$ cat src/rtl/mul_seq_32.sv
// Sequential unsigned 32x32->64 shift-add multiplier built around a ripple adder_32.
// Latency: done pulses 32 cycles after the accepted start edge; start is ignored while busy.
// Backpressure: none; the controller must wait for done before the next start is taken.

module adder_32 (
    input  logic [31:0] a,
    input  logic [31:0] b,
    input  logic        c,
    input  logic        control,
    output logic [31:0] sum,
    output logic        cy,
    output logic        overflow
);
    // control=1 turns the adder into a subtractor (b inverted, c supplies the +1)
    always_comb begin
        logic carry;
        logic carry_msb;
        logic bb;
        carry     = c;
        carry_msb = 1'b0;
        sum       = '0;
        for (int i = 0; i < 32; i++) begin
            bb     = b[i] ^ control;
            sum[i] = a[i] ^ bb ^ carry;
            if (i == 31) carry_msb = carry;
            carry  = (a[i] & bb) | (a[i] & carry) | (bb & carry);
        end
        cy       = carry;
        overflow = carry ^ carry_msb;
    end
endmodule

module mul_seq_32 #(
    parameter int WIDTH = 32
) (
    input  logic                 clk,
    input  logic                 rst_n,
    input  logic                 start,
    input  logic [WIDTH-1:0]     a,
    input  logic [WIDTH-1:0]     b,
    output logic                 busy,
    output logic                 done,
    output logic [2*WIDTH-1:0]   product,
    output logic                 hi_nz
);
    typedef enum logic [1:0] {
        IDLE = 2'd0,
        RUN  = 2'd1,
        DONE = 2'd2
    } state_t;

    state_t            state, state_nxt;
    logic [WIDTH-1:0]  mcand;
    logic [WIDTH-1:0]  acc_hi;
    logic [WIDTH-1:0]  acc_lo;
    logic [4:0]        cnt;

    logic [WIDTH-1:0]  addend;
    logic [WIDTH-1:0]  sum;
    logic              cy;
    logic              ovf_unused;
    logic              last;

    assign addend = acc_lo[0] ? mcand : '0;
    assign last   = (cnt == 5'd31);

    adder_32 u_adder (
        .a        (acc_hi),
        .b        (addend),
        .c        (1'b0),
        .control  (1'b0),
        .sum      (sum),
        .cy       (cy),
        .overflow (ovf_unused)
    );

    always_ff @(posedge clk or negedge rst_n) begin
        if (!rst_n) state <= IDLE;
        else        state <= state_nxt;
    end

    always_comb begin
        state_nxt = state;
        busy      = 1'b1;
        done      = 1'b0;
        case (state)
            IDLE: begin
                busy = 1'b0;
                if (start) state_nxt = RUN;
            end
            RUN:  if (last) state_nxt = DONE;
            DONE: begin
                done      = 1'b1;
                state_nxt = IDLE;
            end
            default: state_nxt = IDLE;
        endcase
    end

    always_ff @(posedge clk or negedge rst_n) begin
        if (!rst_n) begin
            mcand   <= '0;
            acc_hi  <= '0;
            acc_lo  <= '0;
            cnt     <= '0;
            product <= '0;
            hi_nz   <= 1'b0;
        end else begin
            case (state)
                IDLE: if (start) begin
                    mcand  <= a;
                    acc_lo <= b;
                    acc_hi <= '0;
                    cnt    <= '0;
                end
                RUN: begin
                    // {cy,sum} is 33 bits; the shift drops nothing but the consumed multiplier bit
                    acc_hi <= {cy, sum[WIDTH-1:1]};
                    acc_lo <= {sum[0], acc_lo[WIDTH-1:1]};
                    cnt    <= cnt + 5'd1;
                    if (last) begin
                        product <= {cy, sum, acc_lo[WIDTH-1:1]};
                        hi_nz   <= cy | (|sum[WIDTH-1:1]);
                    end
                end
                default: ;
            endcase
        end
    end
endmodule

$ cat config.mk
export PLATFORM = sky130hd
export DESIGN_NAME = mul_seq_32
export DESIGN_NICKNAME = d
export VERILOG_FILES = /design/src/rtl/mul_seq_32.sv
export SDC_FILE = /design/constraint.sdc
export NUM_CORES = 1
export LEC_CHECK = 0
export ABC_AREA = 1
export BUFFER_PORTS_ARGS = -buffer_cell sky130_fd_sc_hd__clkbuf_2
export CAP_MARGIN = 20
export CORE_MARGIN = 3
export CORE_UTILIZATION = 46
export CTS_BUF_LIST = sky130_fd_sc_hd__clkbuf_8
export CTS_CLUSTER_DIAMETER = 60
export DETAILED_ROUTE_END_ITERATION = 10
export GPL_ROUTABILITY_DRIVEN = 0
export PLACE_DENSITY_LB_ADDON = 0.15
export SLEW_MARGIN = 20
export SYNTH_ARGS = -nofsm -noshare
export SYNTH_HDL_FRONTEND = slang
export SYNTH_SLANG_ARGS = --single-unit
$ cat constraint.sdc
create_clock -name clk -period 13.1 [get_ports clk]
set_input_delay 0.655 -clock clk [delete_from_list [all_inputs] [get_ports clk]]
set_output_delay 0.655 -clock clk [all_outputs]
set_load 0.01 [all_outputs]
==> run_results.csv <==
group,metric,value,unit
cts,cts_hold_buf,0,
synthesis,synth.ff_latch_count,168,
cts,clk_pin_slew,0.09,ns
cells_and_area,drive_gt1_share,22.3,%
critical_path,crit_path_end_kind,"flip-flop",
timing,holdWs,0.251,ns
grt,grtUsageTotal,20.1,%
synthesis,syn_area_per_cell,9.73,sq um
timing,setup_viol,0,
timing,post-route-period-util,96.9,%
detailed_routing,drt-initial-drc-count,338,
detailed_routing,via_per_inst,4.91,
detailed_routing,drcViolationCount,0,
cts,clock-root-buffer,"clkbuf_8",
cells_and_area,layout.cells.non_filler,1105,
floorplan,fp.dieW,133,um
detailed_routing,wl_per_cell,15.4,um
cts,cts_sinks,168,
critical_path,required,13.49,ns
floorplan,dieArea,0.0177,sq mm
timing,tightest_slew,1.02,ns
critical_path,crit_top_cell,"fa_2",
placement,dp_hpwl,11800,um
synthesis,synth_commonest_cells,"258 x nand2_1, 168 x dfrtp_1, 81 x inv_1",
critical_path,cp.buffers_inverters,5,
detailed_routing,antenna_left,0,
power_and_ir_drop,power_leakage,0.00459,uW
synthesis,synth_edf_count,0,
grt,antenna_found_initial,1,
critical_path,path_delay_family,"adder cells",
grt,grt_pass1_vias,5408,
timing,slew-limit-headroom,32.1,%
placement,place_area,0.00815,sq mm
cells_and_area,finish.utilization,55.4,%
cells_and_area,area_delta_synth_final,15.7,%
synthesis,yosysTopAreaCellShare,56.8,%
floorplan,start_util,47.8,%
synthesis,synth_top_area_cell,"dfrtp_1",
placement,port_buffers,133,
floorplan,num_rows,45,
timing,drv_slew,0,
synthesis,syn_inst,761,
detailed_routing,via_count,5425,
timing,hold_violations,0,
detailed_routing,routed_wl,17000,um
synthesis,yosys_most_used_dff,"dfrtp_1",
synthesis,synth_nets,862,
timing,fin_ws,0.402,ns
timing,skew,0.00847,ns
detailed_routing,first_pass_iters,4,
grt,grt-ovfl-total,0,
synthesis,yosysMostFrequentCell,"nand2_1",
floorplan,chipHeight,133,um
timing,timing.fmax,0.0788,GHz
cts,cts_buffers,17,
grt,grt_first_pass_wirelength,28200,um
critical_path,cpPeakStageDelay,0.43,ns
critical_path,arrival,13.09,ns
cts,htreeDepth,4,
power_and_ir_drop,cellPowerDensity,275,mW/mm^2
synthesis,synth_cell_type_count,22,
synthesis,ys_async_sr_fraction,100,%
synthesis,synth-seq-area-share,56.8,%
floorplan,num_io_pins,134,
critical_path,start_kind,"flip-flop",
cells_and_area,nFillCells,1430,
status,outcome,"finished, final reports clean",
placement,pre_cts_slack,-0.276,ns
timing,min_period,12.70,ns
synthesis,yosys_warnings,0,
power_and_ir_drop,max-vdd-ir-drop,0.0981,mV
cts,clockBufferDepth,2,
cts,clk_latency,0.46,ns
flow_run,max_cap_viol_count,0,
cts,cts_tree,"built",
placement,dp.cells,1071,
critical_path,crit_fanout,2,
synthesis,syn-cell-area,0.00741,sq mm
synthesis,synth_area_leaders,"dfrtp_1 57%, nand2_1 13%, fa_1 8.4%",
cells_and_area,final_area,0.00857,sq mm
critical_path,cp_slowest_cell,"fa_1",
floorplan,core-area,0.0155,sq mm
critical_path,critPathKind,"flip-flop to flip-flop",
grt,grt_max_degree,109,
cells_and_area,nets,981,
hold_path,holdCritPathClass,"primary input to async pin",
==> path summary, 6_finish.rpt <==
path                       slack, ns  startpoint          end  cells after the start
setup reg to reg                0.40    mcand[0]        hi_nz                     44
hold reg to reg                 0.49   mcand[20]    mcand[20]                      2
max in group asynchronous      11.35       rst_n    acc_hi[4]                      2
min in group clk                0.39       a[27]    mcand[27]                      3
setup / recovery                0.40    mcand[0]        hi_nz                     44
hold / removal                  0.25       rst_n  product[18]                      1
==> sequential cells by signal (all words and copies together) (netlist names) <==
| register | flops |
|---|---|
| product | 64 |
| cnt | 5 |
| hi_nz | 1 |
| acc_hi | 32 |
| state | 2 |
| mcand | 32 |
| acc_lo | 32 |
==> report_power, final <==
group          internal, uW  switching [uW]
Sequential              745             141
Combinational           468             658
Clock                   150             197
==> cell families after synthesis <==
family	Yosys count	share of synthesized area, %
fa+ha+maj	34	8.89
compound gates	143	11.3
flops	168	56.8
xor+xnor	1	0.118
buf+inv	125	7.87
simple gates	290	15.1
==> area by class of cell <==
class                           instances  area [sq um]  area share, %
Sequential cell                       168          4200           49.0
Multi-Input combinational cell        468          2680           31.2
Timing Repair Buffer                  140           737           8.60
Inverter                               85           324           3.78
Tap cell                              211           264           3.08
Clock buffer                           17           234           2.73
Clock inverter                         15           130           1.52
Antenna cell                            1          2.50         0.0292
==> per-layer routing <==
| metal | wire length (um) | vias to the layer above | track usage [%] |
|---|---|---|---|
| met5 | 0 | - | 0 |
| met4 | 226 | 0 | 7.04 |
| met3 | 835 | 16 | 3.61 |
| met2 | 7540 | 139 | 29.2 |
| met1 | 8390 | 2619 | 30.4 |
| li1 | - | 2651 | - |
==> through the flow <==
stage          power, uW  setup TNS (ns)
3_5_place_dp        2000          -0.741
5_1_grt             2560        -0.00268
4_1_cts             2360               0
6_report            2360               0
2_1_floorplan       1650               0
3_3_place_gp        1960          -0.295
==> layout by cell type (no fill, tap or decap), types with 3 or more instances in the layout <==
master / netlist / final
nand2_1: 258 / 257
dfrtp_1: 168 / 168
clkbuf_2: 0 / 132
inv_1: 81 / 82
o21ai_0: 43 / 43
o22ai_1: 34 / 34
a21oi_1: 33 / 33
nor2_1: 21 / 21
a22o_1: 21 / 21
fa_2: 0 / 19
clkbuf_8: 0 / 17
o21ai_1: 12 / 12
fa_1: 31 / 12
nand3_1: 7 / 7
buf_4: 6 / 6
clkinvlp_4: 0 / 5
ha_1: 3 / 3
clkinv_2: 0 / 3
inv_6: 0 / 3
==> what timing repair did <==
action	CTS	global route
endpoints found under the setup margin	5	3
setup buffers	0	0
pin swaps	0	0
resized for setup	7	8
Power figures use the tool's default switching activity.
